### config.mk
export PLATFORM = sky130hd
export DESIGN_NAME = branch_resolve_unit
export DESIGN_NICKNAME = d
export VERILOG_FILES = /design/src/rtl/branch_resolve_unit_pkg.sv /design/src/rtl/branch_resolve_unit_compare.sv /design/src/rtl/branch_resolve_unit.sv
export SDC_FILE = /design/constraint.sdc
export NUM_CORES = 1
export LEC_CHECK = 0
export ABC_AREA = 1
export BUFFER_PORTS_ARGS = -buffer_cell sky130_fd_sc_hd__buf_2
export CORE_MARGIN = 1
export CORE_UTILIZATION = 45
export DETAILED_ROUTE_END_ITERATION = 10
export HOLD_SLACK_MARGIN = 0.06
export PLACE_DENSITY = 0.66
export SLEW_MARGIN = 20
export SYNTH_ARGS = -nofsm -noshare
export SYNTH_HDL_FRONTEND = slang
export SYNTH_SLANG_ARGS = --single-unit
### constraint.sdc
create_clock -name clk -period 2.7 [get_ports clk]
set_input_delay 0.135 -clock clk [delete_from_list [all_inputs] [get_ports clk]]
set_output_delay 0.135 -clock clk [all_outputs]
set_load 0.005 [all_outputs]
### src/rtl/branch_resolve_unit_pkg.sv
// Shared constants and helpers for the branch resolve unit.
package branch_resolve_unit_pkg;

    // RV32 conditional-branch funct3 encodings
    localparam logic [2:0] F3_BEQ  = 3'b000;
    localparam logic [2:0] F3_BNE  = 3'b001;
    localparam logic [2:0] F3_BLT  = 3'b100;
    localparam logic [2:0] F3_BGE  = 3'b101;
    localparam logic [2:0] F3_BLTU = 3'b110;
    localparam logic [2:0] F3_BGEU = 3'b111;

    // 2-bit saturating predictor counter states
    localparam logic [1:0] CTR_SNT = 2'b00;
    localparam logic [1:0] CTR_WNT = 2'b01;
    localparam logic [1:0] CTR_WT  = 2'b10;
    localparam logic [1:0] CTR_ST  = 2'b11;

    // Next counter state: step toward taken or not-taken, saturating at both ends
    function automatic logic [1:0] ctr_next(input logic [1:0] ctr, input logic inc);
        logic [1:0] nxt;
        nxt = ctr;
        if (inc) begin
            if (ctr != CTR_ST) begin
                nxt = ctr + 2'd1;
            end
        end else begin
            if (ctr != CTR_SNT) begin
                nxt = ctr - 2'd1;
            end
        end
        return nxt;
    endfunction

endpackage

### src/rtl/branch_resolve_unit_compare.sv
// Combinational branch-condition evaluator for the six RV32 conditional branches.
module branch_compare
    import branch_resolve_unit_pkg::*;
#(
    parameter int unsigned XLEN = 32
) (
    input  logic [2:0]      funct3,
    input  logic [XLEN-1:0] rs1_data,
    input  logic [XLEN-1:0] rs2_data,
    output logic            cond_true,
    output logic            legal
);

    logic eq;
    logic lt_s;
    logic lt_u;

    assign eq   = (rs1_data == rs2_data);
    assign lt_s = ($signed(rs1_data) < $signed(rs2_data));
    assign lt_u = (rs1_data < rs2_data);

    // Select the condition; reserved encodings report not-legal and never taken
    always_comb begin
        cond_true = 1'b0;
        legal     = 1'b1;
        case (funct3)
            F3_BEQ:  cond_true = eq;
            F3_BNE:  cond_true = !eq;
            F3_BLT:  cond_true = lt_s;
            F3_BGE:  cond_true = !lt_s;
            F3_BLTU: cond_true = lt_u;
            F3_BGEU: cond_true = !lt_u;
            default: legal     = 1'b0;
        endcase
    end

endmodule

### src/rtl/branch_resolve_unit.sv
// Resolves conditional branches, tracks a PC-indexed 2-bit predictor table
// and keeps saturating branch / mispredict statistics.
module branch_resolve_unit
    import branch_resolve_unit_pkg::*;
#(
    parameter int unsigned XLEN        = 32,
    parameter int unsigned BHT_ENTRIES = 64,
    parameter int unsigned CNT_W       = 16
) (
    input  logic             clk,
    input  logic             reset,
    input  logic             in_valid,
    input  logic             Branch,
    input  logic [2:0]       funct3,
    input  logic [XLEN-1:0]  rs1_data,
    input  logic [XLEN-1:0]  rs2_data,
    input  logic [XLEN-1:0]  pc,
    input  logic             pred_taken,
    input  logic             flush,
    input  logic [XLEN-1:0]  lookup_pc,
    output logic             lookup_taken,
    output logic             out_valid,
    output logic             taken,
    output logic             mispredict,
    output logic             illegal,
    output logic [CNT_W-1:0] branch_count,
    output logic [CNT_W-1:0] mispredict_count
);

    localparam int unsigned IDX_W = $clog2(BHT_ENTRIES);

    logic [1:0]       bht [BHT_ENTRIES];
    logic [IDX_W-1:0] upd_idx;
    logic [IDX_W-1:0] lkp_idx;
    logic             cond_true;
    logic             legal;
    logic             accept;
    logic             resolve;
    logic             mispred;

    // Word-aligned PCs: drop the byte offset, keep the low index bits
    assign upd_idx = pc[IDX_W+1:2];
    assign lkp_idx = lookup_pc[IDX_W+1:2];

    generate
        if (XLEN > IDX_W + 2) begin : g_pc_hi
            logic unused_pc_bits;
            assign unused_pc_bits = ^{pc[XLEN-1:IDX_W+2], pc[1:0],
                                      lookup_pc[XLEN-1:IDX_W+2], lookup_pc[1:0]};
        end else begin : g_pc_lo
            logic unused_pc_bits;
            assign unused_pc_bits = ^{pc[1:0], lookup_pc[1:0]};
        end
    endgenerate

    branch_compare #(
        .XLEN(XLEN)
    ) u_compare (
        .funct3    (funct3),
        .rs1_data  (rs1_data),
        .rs2_data  (rs2_data),
        .cond_true (cond_true),
        .legal     (legal)
    );

    // flush kills the request outright; reset priority is applied in the registers
    assign accept  = in_valid && !flush;
    assign resolve = accept && Branch && legal;
    assign mispred = cond_true ^ pred_taken;

    // Fetch-side prediction reads the registered table, so a same-cycle update is not visible yet
    assign lookup_taken = bht[lkp_idx][1];

    // Result flags: one-cycle pulse per accepted request
    always_ff @(posedge clk) begin
        if (reset) begin
            out_valid  <= 1'b0;
            taken      <= 1'b0;
            mispredict <= 1'b0;
            illegal    <= 1'b0;
        end else begin
            out_valid  <= accept;
            taken      <= 1'b0;
            mispredict <= 1'b0;
            illegal    <= 1'b0;
            if (accept && Branch) begin
                if (legal) begin
                    taken      <= cond_true;
                    mispredict <= mispred;
                end else begin
                    illegal    <= 1'b1;
                end
            end
        end
    end

    // Predictor table: every entry back to weakly-not-taken on reset, one entry trained per branch
    always_ff @(posedge clk) begin
        if (reset) begin
            for (int i = 0; i < int'(BHT_ENTRIES); i++) begin
                bht[i] <= CTR_WNT;
            end
        end else if (resolve) begin
            bht[upd_idx] <= ctr_next(bht[upd_idx], cond_true);
        end
    end

    // Saturating statistics counters for legal branches and their mispredicts
    always_ff @(posedge clk) begin
        if (reset) begin
            branch_count     <= '0;
            mispredict_count <= '0;
        end else if (resolve) begin
            if (branch_count != {CNT_W{1'b1}}) begin
                branch_count <= branch_count + CNT_W'(1);
            end
            if (mispred && (mispredict_count != {CNT_W{1'b1}})) begin
                mispredict_count <= mispredict_count + CNT_W'(1);
            end
        end
    end

endmodule
-- Word level (Yosys, flattened, before mapping)
Memory sizes are Yosys's and may differ from the RTL's.
Index checks and enable logic that the tools add are counted.
- memories kept: 1
- output and inout port bits: 37
- RAM bits: 128
- bits of input ports: 137
- logic and storage cells: 57
- flip-flop bits (word level): 36
- memories (memory ; depth ; width ; rd ports ; clocked after memory_dff ; wr ports ; line ; source):
    bht ; 64 ; 2 ; 2 ; 0 ; 64 ; branch_resolve_unit.sv:32 ; logic [1:0] bht [BHT_ENTRIES];
- equal/unequal tests: 9
- bitwise gates (word level): 3
- reduce and logical (&&, ||, !) cells: 16
- add/subtract/negate cells: 4
- muxes and demuxes: 16
- magnitude comparators: 2
- operator list (cell ; count):
    $lt A32 B32 Y1 ; 2
    $add A16 B1 Y16 const B ; 2
    $eq A32 B32 Y1 ; 1
    $ne A16 B16 Y1 const B ; 2
    $eq A3 B3 Y1 const B ; 4
    $mux W2 ; 6
    $mux W1 ; 8
    $mux W6 ; 1
    $pmux W1 S6 ; 1
    $reduce_or A6 Y1 ; 1
    $logic_and A1 B1 Y1 ; 4
    $logic_not A1 Y1 ; 4
    $reduce_and A2 Y1 ; 2
    $reduce_or A2 Y1 ; 2
    $eq A3 B1 Y1 const B ; 1
    $logic_not A3 Y1 ; 1
    $reduce_or A3 Y1 ; 1
    $add A2 B1 Y2 const B ; 1
    $ne A2 B2 Y1 const B ; 1
    $not A1 Y1 ; 2
    $reduce_bool A2 Y1 ; 1
    $sub A2 B1 Y2 const B ; 1
    $xor A1 B1 Y1 ; 1

-- Depth between registers and ports, before layout
Gate-level depths: netlist of run 1.
- word-level depth: 9
- mapped depth: 24
- mapped depth without buffers: 23

-- Hierarchy
From an unflattened synthesis of run 1, not the netlist that was laid out.
- cells, all modules: 1474
- area total of the unflattened synthesis: 10447.5 um2
- modules (own cells, without submodules) (module ; sequential area each (um2) ; area an instance (um2) ; instances ; cells each):
    branch_resolve_unit ; 4564.4 ; 9474.1 ; 1 ; 1306
    branch_compare ; 0.0 ; 973.4 ; 1 ; 168

-- Least setup slack after synthesis of run 1
Ideal clock, no wire load.
- path type: input to register
- from: input rs2_data[31]
- to: memory bht[10][1], data pin
- slack: 0.457 ns
- setup time: 0.252 ns
- data arrival time: 1.991 ns
- cell stages on the path: 18
- buffers on the path: 1
- data required time: 2.448 ns
- cell sequence: inv_1 -> ha_1 -> nand2_1 -> nor2_1 -> nand2_1 -> nor2_1 -> nand2_1 -> a21oi_1 -> nor2_1 -> inv_1 -> nand2_1 -> nor2_1 -> nand3_1 -> inv_1 -> nand2_1 -> o21ai_2 -> buf_4 -> nor2_1
- RTL lines (item ; line ; source):
    start: declaration ; branch_resolve_unit.sv:16 ; input logic [XLEN-1:0] rs2_data,
    end: declaration ; branch_resolve_unit.sv:32 ;

==> results of run 1 <==
area by class of cell:
type | instances | share of cell area (%)
sequential | 164 | 39.7
multi-input combinational | 859 | 36.5
timing repair buffer | 160 | 8.58
inverter | 234 | 7.64
clock buffer | 19 | 3.77
tap | 275 | 2.99
clock inverter | 13 | 0.794
synthesized netlist by cell type:
master                        n
sky130_fd_sc_hd__a211oi_1     1
sky130_fd_sc_hd__a21o_1       1
sky130_fd_sc_hd__a21oi_1     40
sky130_fd_sc_hd__a221oi_1     7
sky130_fd_sc_hd__a22o_1       2
sky130_fd_sc_hd__a22oi_1     14
sky130_fd_sc_hd__buf_2       23
sky130_fd_sc_hd__buf_4        7
sky130_fd_sc_hd__clkbuf_1    22
sky130_fd_sc_hd__clkinv_1     1
sky130_fd_sc_hd__dfxtp_1     36
sky130_fd_sc_hd__edfxtp_1   128
sky130_fd_sc_hd__ha_1        34
sky130_fd_sc_hd__inv_1      226
sky130_fd_sc_hd__inv_2        7
sky130_fd_sc_hd__nand2_1    258
sky130_fd_sc_hd__nand3_1    104
sky130_fd_sc_hd__nand3_2      3
sky130_fd_sc_hd__nand4_1     26
sky130_fd_sc_hd__nor2_1     228
sky130_fd_sc_hd__nor2_2       1
sky130_fd_sc_hd__nor3_1      29
sky130_fd_sc_hd__nor3_2       2
sky130_fd_sc_hd__nor3b_1      2
sky130_fd_sc_hd__nor4_1       3
sky130_fd_sc_hd__o2111ai_1    7
sky130_fd_sc_hd__o211ai_1     1
sky130_fd_sc_hd__o21a_1       1
sky130_fd_sc_hd__o21ai_0     70
sky130_fd_sc_hd__o21ai_1      2
sky130_fd_sc_hd__o21ai_2      2
sky130_fd_sc_hd__o21bai_1     1
sky130_fd_sc_hd__o221a_2      1
sky130_fd_sc_hd__o221ai_1     1
sky130_fd_sc_hd__o22ai_1      7
sky130_fd_sc_hd__o31ai_1      5
sky130_fd_sc_hd__o32ai_1      1
sky130_fd_sc_hd__xnor2_1      2
sky130_fd_sc_hd__xor2_1       3
metrics by stage:
step / util, % / total power [W] / setup WS [ps] / cell area (µm²) / cells
finish: 54.0 / 0.00590 / 282 / 11500 / 1724
global route: 54.0 / 0.00609 / 24.7 / 11500 / 1724
CTS: 54.0 / 0.00590 / 309 / 11500 / 1724
detailed placement: 51.3 / 0.00369 / 65.1 / 10900 / 1687
global placement: 51.3 / 0.00368 / 58.4 / 10900 / 1687
floorplan: - / 0.00335 / 457 / 9880 / 1309
power groups by stage:
stage                     Clock, W  Sequential (W)  Combinational [W]
after detailed placement         0         0.00283           0.000864
after floorplan                  0         0.00282           0.000530
final                      0.00224         0.00277           0.000879
after global routing       0.00235         0.00278           0.000969
after CTS                  0.00226         0.00277           0.000871
after global placement           0         0.00283           0.000850
state kept, by name, indices dropped and copies added (netlist names):
name	cells
bht	128
taken	1
illegal	1
out_valid	1
mispredict_count	16
mispredict	1
branch_count	16
critical path: cells and delay by family (launching register included):
| family | cells | cell delay (ps) |
|---|---|---|
| buf+inv | 1 | 280 |
| compound gates | 3 | 750 |
| flops | 1 | 410 |
| simple gates | 5 | 700 |
cells by family after synthesis:
group / synth area share, %
AOI/OAI and AO/OA: 9.83
xor gates and xnor gates: 0.444
DFF: 46.2
buffers and inverters: 11.4
and+or+nand+nor: 27.8
adders and majority gates: 4.31
how the worst max path moves through the flow:
| stage | startpoint | to | depth (start not counted) |
|---|---|---|---|
| 2_1_floorplan | rs2_data[31] | bht[10][1] | 18 |
| 3_3_place_gp | pc[2] | bht[29][0] | 13 |
| 3_5_place_dp | pc[2] | bht[29][0] | 13 |
| 4_1_cts | bht[7][1] | bht[50][0] | 9 |
| 5_1_grt | branch_count[0] | branch_count[12] | 10 |
| 6_report | bht[7][1] | bht[50][0] | 9 |
metal layers:
layer	GRT usage [%]	part of all wire, %	vias up
li1	-	-	4530
met1	31.9	41	4237
met2	42.5	47	410
met3	5.42	9.4	58
met4	8.94	2.8	0
met5	0	0	-
==> impl_results.rst, run 1 <==
.. list-table::
   :header-rows: 1

   * - Metric
     - Value
   * - Worst-case hold slack
     - 98.7 ps
   * - Number of sinks driven by the clock tree
     - 164
   * - Post-CTS Repair Setup Buffers
     - 0
   * - Hold violation count in the final report
     - 0
   * - Overall routing resource usage
     - 25.3%
   * - Crit path max-delay cell type
     - sky130_fd_sc_hd__edfxtp_1
   * - Setup total negative slack
     - 0 ps
   * - P&R area growth vs syn
     - 16.4%
   * - Clock group share of total power
     - 38.0%
   * - Number of inserted diodes
     - 0
   * - Peak supply drop
     - 494 µV
   * - Data required time of the critical path
     - 2870 ps
   * - Worst Tran Pin Value
     - 661 ps
   * - Mean post-synth cell area
     - 7.54 µm²
   * - Count of TritonRoute iterations in the first routing pass
     - 5
   * - Final worst path period need
     - 2420 ps
   * - Worst reg-to-reg setup slack
     - 280 ps
   * - Clock tree root driver cell
     - sky130_fd_sc_hd__clkbuf_16
   * - Gate count after technology mapping
     - 1309
   * - Iter 0 DRT Violations
     - 740
   * - Switching part of the total
     - 27.3%
   * - Cell Chain, Critical Path
     - a22oi_1 > nand3_1 > o31ai_1 > nand2_1 > nor2_1 > nand2_1 > o21ai_4 > buf_4 > nand3_1
   * - Ports placed on the boundary
     - 174
   * - Share of the synthesized area in the top cell type
     - 38.9%
   * - Cell type with the largest total area after synthesis
     - sky130_fd_sc_hd__edfxtp_1
   * - Number of nets in the layout
     - 1607
   * - Drt drc
     - 0
   * - Number of standard-cell rows in the floorplan
     - 53
   * - Kind of capture point of the worst setup path
     - flop
   * - Area of the multi-input gates
     - 4200 µm²
   * - Class of the most critical setup path
     - flop to flop
   * - RSZ-0062 raised after global routing
     - false
   * - Half-perimeter wire length after detailed placement
     - 18.6 mm
   * - Commonest cells after routing, fill and taps aside
     - sky130_fd_sc_hd__nand2_1, sky130_fd_sc_hd__nor2_1, sky130_fd_sc_hd__inv_1
   * - Clock transition at the registers of the reported paths
     - 60 ps
   * - Synth Net Count
     - 1480
   * - Number of buffers added by the clock tree synthesis step
     - 17
   * - Count of filler cells inserted in the layout
     - 2005
   * - Vias in the first global route
     - 8929
   * - Seq cells post-synth
     - 164
   * - CP arrival
     - 2590 ps
   * - Number of port buffers
     - 121
   * - Total of max-cap violations
     - 0
   * - Routed length per placed instance
     - 15.8 µm
   * - Number of gates resized after CTS
     - 0
   * - Sum of routed wire length over all layers
     - 27.3 mm
   * - Total Die Area
     - 22500 µm²
   * - Worst min-delay path category
     - primary input to flop
   * - Via density
     - 5.36
   * - Top post-synthesis cells by area
     - sky130_fd_sc_hd__edfxtp_1, sky130_fd_sc_hd__nand2_1, sky130_fd_sc_hd__nor2_1
   * - Starting density of the core
     - 46.4%
   * - Yosys Warn Count
     - 0
   * - Internal
     - 0.00429 W
   * - Die Ht
     - 150 µm
   * - Final setup viols
     - 0
   * - Clock skew after layout
     - 10.6 ps
   * - TritonCTS clock tree
     - built
   * - Number of H-tree levels
     - 4
   * - Final global-route overflow total
     - 0
   * - Global placer's final weighted congestion
     - 0.908
   * - Antenna violations before repair
     - 0
   * - Result of the run
     - finished, final reports clean
   * - Total net switching power
     - 0.00161 W
   * - Depth of the most critical reg-to-reg path
     - 9
   * - Period utilization
     - 89.6%
   * - Cts-stage hold buffer count
     - 5
   * - Kind of launch point of the worst setup path
     - flop
   * - Placeable Area
     - 21300 µm²
   * - Peak per-stage delay on the critical path
     - 410 ps
   * - Wire length of the first global-routing pass
     - 43.7 mm
   * - Post-synthesis cell area
     - 9880 µm²
   * - Number of distinct library cells after synthesis
     - 39
   * - Maximum number of pins on one net before global-route repair
     - 46
   * - Routed vias
     - 9235
   * - End point of the worst hold path
     - taken
   * - Antenna-violating nets left
     - 0
   * - Final max-slew violation count
     - 0
   * - LEAKAGE
     - 4.70 nW
   * - Most frequent standard cell in the layout excluding fill and tap cells
     - sky130_fd_sc_hd__nand2_1
   * - Hold Path Cell Cnt
     - 5
   * - Max FO, Critical Path
     - 18
   * - Reg area
     - 4560 µm²
   * - Slew headroom
     - 55.9%
   * - Total power divided by cell area
     - 513 nW/µm²
   * - Critical register-to-register path startpoint
     - bht[7][1]
   * - Worst-skew pair later-pin latency
     - 440 ps
   * - HP Start
     - Branch
   * - Portion of the post-synthesis area used by sequential elements
     - 46.2%
   * - Clock buffer depth
     - 2
   * - Share of final-layout standard cells stronger than drive strength 1
     - 13.5%
   * - Width of the die
     - 150 µm
   * - Capture point of the worst reg-to-reg path
     - bht[50][0]
   * - Flop pwr share
     - 47.0%
   * - Fraction of power consumed by combinational cells
     - 14.9%
   * - Highest Clock Rate
     - 0.414 GHz
Note: power is estimated with default switching activity, not from simulation.
==> inputs of run 2 (changes only) <==
CORE_UTILIZATION = 57   (was 45)
PLACE_DENSITY = 0.81   (was 0.66)
==> run 2 against run 1 <==
Compared with the run above: first-iteration DRC count rose by 45%; cell area decreased by 0.55%; worst hold slack got worse by 17 ps; global-route usage rose by 5.9 points; count of clock-buffer cells in the layout decreased by 1; critical path depth grew 3; routed wire length decreased by 1.8%; largest cell class unchanged; largest power group unchanged.
==> impl_results.rst, run 2 (same netlist as run 1, synthesis figures left out) <==
.. list-table::
   :header-rows: 1

   * - Metric
     - Value
   * - Highest Clock Rate
     - 0.394 GHz (-4.8%)
   * - Clock buffer depth
     - 2 (unchanged)
   * - Length of routed met3 wiring
     - 2.63 mm (+3.1%)
   * - Dpl cells
     - 1627 (-3.6%)
   * - Regs by FF count
     - bht: 128 flops, branch_count: 16 flops, mispredict_count: 16 flops
   * - Final Power
     - 0.00583 W (-1.2%)
   * - Commonest cells after routing, fill and taps aside
     - sky130_fd_sc_hd__nand2_1, sky130_fd_sc_hd__nor2_1, sky130_fd_sc_hd__inv_1
   * - Peak supply drop
     - 488 µV (-1.2%)
   * - RSZ-0062 raised after global routing
     - false
   * - Final non-filler cell total
     - 1665 (-3.4%)
   * - HP Start
     - Branch
   * - Share of final-layout standard cells stronger than drive strength 1
     - 13.6% (+0.11 points)
   * - Number of buffers added by the clock tree synthesis step
     - 17 (unchanged)
   * - Number of standard-cell rows in the floorplan
     - 47 (-11%)
   * - Ports placed on the boundary
     - 174 (unchanged)
   * - Final worst setup slack
     - 161 ps (-121 ps)
   * - Kind of launch point of the worst setup path
     - primary input
   * - Overall routing resource usage
     - 31.1% (+5.9 points)
   * - Class of the most critical setup path
     - primary input to flop
   * - Clock tree root driver cell
     - sky130_fd_sc_hd__clkbuf_16
   * - Via density
     - 5.71 (+6.6%)
   * - Final worst path period need
     - 2540 ps (+121 ps)
   * - Count of TritonRoute iterations in the first routing pass
     - 5 (unchanged)
   * - Worst-skew pair later-pin latency
     - 440 ps (about the same)
   * - Iter 0 DRT Violations
     - 1070 (+45%)
   * - Final max-slew violation count
     - 0 (unchanged)
   * - Clock transition at the registers of the reported paths
     - 60 ps (about the same)
   * - Total power divided by cell area
     - 510 nW/µm² (-0.62%)
   * - Flop pwr share
     - 47.6% (+0.6 points)
   * - Placed standard-cell area
     - 10900 µm² (-0.63%)
   * - Critical register-to-register path startpoint
     - bht[7][1]
   * - Most frequent cell on the critical path
     - sky130_fd_sc_hd__nor2_1
   * - TritonCTS clock tree
     - built
   * - Data required time of the critical path
     - 2850 ps (-20 ps)
   * - Slew headroom
     - 44.3% (-12 points)
   * - Cell Chain, Critical Path
     - dlygate4sd3_1 > buf_2 > nor2_1 > nand2_1 > nor2_1 > clkinv_1 > buf_4 > nor2_1 > inv_1 > nor2_1 > inv_1 > nand2_1
   * - Number of H-tree levels
     - 4 (unchanged)
   * - Worst setup slack before clock tree synthesis
     - -12.9 ps (-78.0 ps)
   * - Drt drc
     - 0 (unchanged)
   * - Post-CTS Repair Setup Buffers
     - 0 (unchanged)
   * - Worst Tran Pin Value
     - 835 ps (+174 ps)
   * - Starting density of the core
     - 58.9% (+13 points)
   * - Number of nets in the layout
     - 1603 (-0.25%)
   * - Peak per-stage delay on the critical path
     - 530 ps (+120 ps)
   * - Total net switching power
     - 0.00162 W (+0.63%)
   * - Clock group share of total power
     - 37.3% (-0.7 points)
   * - Max FO, Critical Path
     - 9 (-9)
   * - Clock skew after layout
     - 10.3 ps (-0.276 ps)
   * - Final global-route overflow total
     - 0 (unchanged)
   * - Half-perimeter wire length after detailed placement
     - 17.9 mm (-3.7%)
   * - P&R area growth vs syn
     - 15.8%
   * - Total of max-cap violations
     - 0 (unchanged)
   * - Number of gates resized after CTS
     - 0 (unchanged)
   * - Startpoint of the most critical setup path
     - reset
   * - Count of filler cells inserted in the layout
     - 1345 (-33%)
   * - Routed length on met2
     - 12.9 mm (+0.92%)
   * - Antenna violations before repair
     - 0 (unchanged)
   * - Result of the run
     - finished, final reports clean
   * - Number of sinks driven by the clock tree
     - 164 (unchanged)
   * - Most frequent standard cell in the layout excluding fill and tap cells
     - sky130_fd_sc_hd__nand2_1
   * - Die Ht
     - 134 µm (-11%)
   * - Number of port buffers
     - 121 (unchanged)
   * - Biggest register
     - bht
   * - Width of the die
     - 134 µm (-11%)
   * - Final setup viols
     - 0 (unchanged)
   * - Total non-filler cell area in the finished layout
     - 11400 µm² (-0.55%)
   * - Sum of routed wire length over all layers
     - 26.8 mm (-1.8%)
   * - Area of the multi-input gates
     - 4200 µm² (unchanged)
   * - Antenna-violating nets left
     - 0 (unchanged)
   * - Hold violation count in the final report
     - 0 (unchanged)
   * - Uppermost routed layer
     - met4
   * - Routed length per placed instance
     - 16.1 µm (+1.6%)
   * - Fraction of power consumed by combinational cells
     - 15.0% (about the same)
   * - Total Die Area
     - 17900 µm² (-21%)
   * - Placeable Area
     - 16800 µm² (-21%)
   * - Vias in the first global route
     - 9003 (+0.83%)
   * - Internal
     - 0.00421 W (-1.8%)
   * - Crit path max-delay cell type
     - sky130_fd_sc_hd__dlygate4sd3_1
   * - Number of flip-flops under the largest register name
     - 128 (unchanged)
   * - Maximum number of pins on one net before global-route repair
     - 57 (+24%)
   * - Number of inserted diodes
     - 0 (unchanged)
   * - Routed vias
     - 9512 (+3.0%)
   * - CP arrival
     - 2680 ps (+90 ps)
   * - Met1 wire length
     - 10.4 mm (-6.8%)
   * - LEAKAGE
     - 4.69 nW (-0.16%)
   * - Period utilization
     - 94.0% (+4.5 points)
   * - Switching part of the total
     - 27.8% (+0.50 points)
   * - Global placer's final weighted congestion
     - 0.912 (+0.39%)
   * - Worst min-delay path category
     - primary input to flop
   * - Reg area
     - 4560 µm² (unchanged)
   * - Kind of capture point of the worst setup path
     - flop
   * - Wire length of the first global-routing pass
     - 43.1 mm (-1.4%)
-- run 2: what timing repair did --
item | 4_1_cts | 5_1_grt
hold buffers | 6 | 0
endpoints found under the hold margin | 10 | 0
endpoints found under the setup margin | 0 | 0
-- run 2: path summary, 6_finish.rpt --
path	end	slack (ps)	cells past startpoint
setup / recovery	bht[40][0]	160	12
hold / removal	taken	80	5
setup reg to reg	bht[13][1]	320	11
hold reg to reg	branch_count[8]	500	1
-- run 2: per-stage QoR --
stage / TNS (ps) / utilization (%) / hold WS, ps
2_1_floorplan: 0 / - / 212
3_3_place_gp: 0 / 64.8 / 363
3_5_place_dp: -40.0 / 64.8 / 364
4_1_cts: 0 / 68.2 / 80.6
5_1_grt: 0 / 68.2 / 104
6_report: 0 / 68.2 / 82.2
-- run 2: layer usage --
metal / vias to the layer above / GRT usage [%]
met4: 0 / 13.3
li1: 4531 / -
met1: 4390 / 39.3
met2: 517 / 52.0
met5: - / 0
met3: 74 / 6.09
-- run 2: power by group through the flow --
stage | Sequential, W | Clock, W | Combinational [W]
global route | 0.00278 | 0.00229 | 0.000957
floorplan | 0.00282 | 0 | 0.000530
CTS | 0.00278 | 0.00218 | 0.000861
finish | 0.00278 | 0.00218 | 0.000875
detailed placement | 0.00283 | 0 | 0.000851
global placement | 0.00283 | 0 | 0.000829
-- run 2: critical path: cells and delay by family --
| kind | cells | cell delay [ps] |
|---|---|---|
| buffers and inverters | 6 | 1670 |
| AND/OR/NAND/NOR | 6 | 880 |
-- run 2: final cells by class --
cell class	count	share of cell area [%]
flip-flops and latches	164	39.9
multi-input cells	859	36.7
repair buffers	156	8.71
inverters	234	7.68
clock buffers	18	3.75
well taps	220	2.41
clock inverters	14	0.788
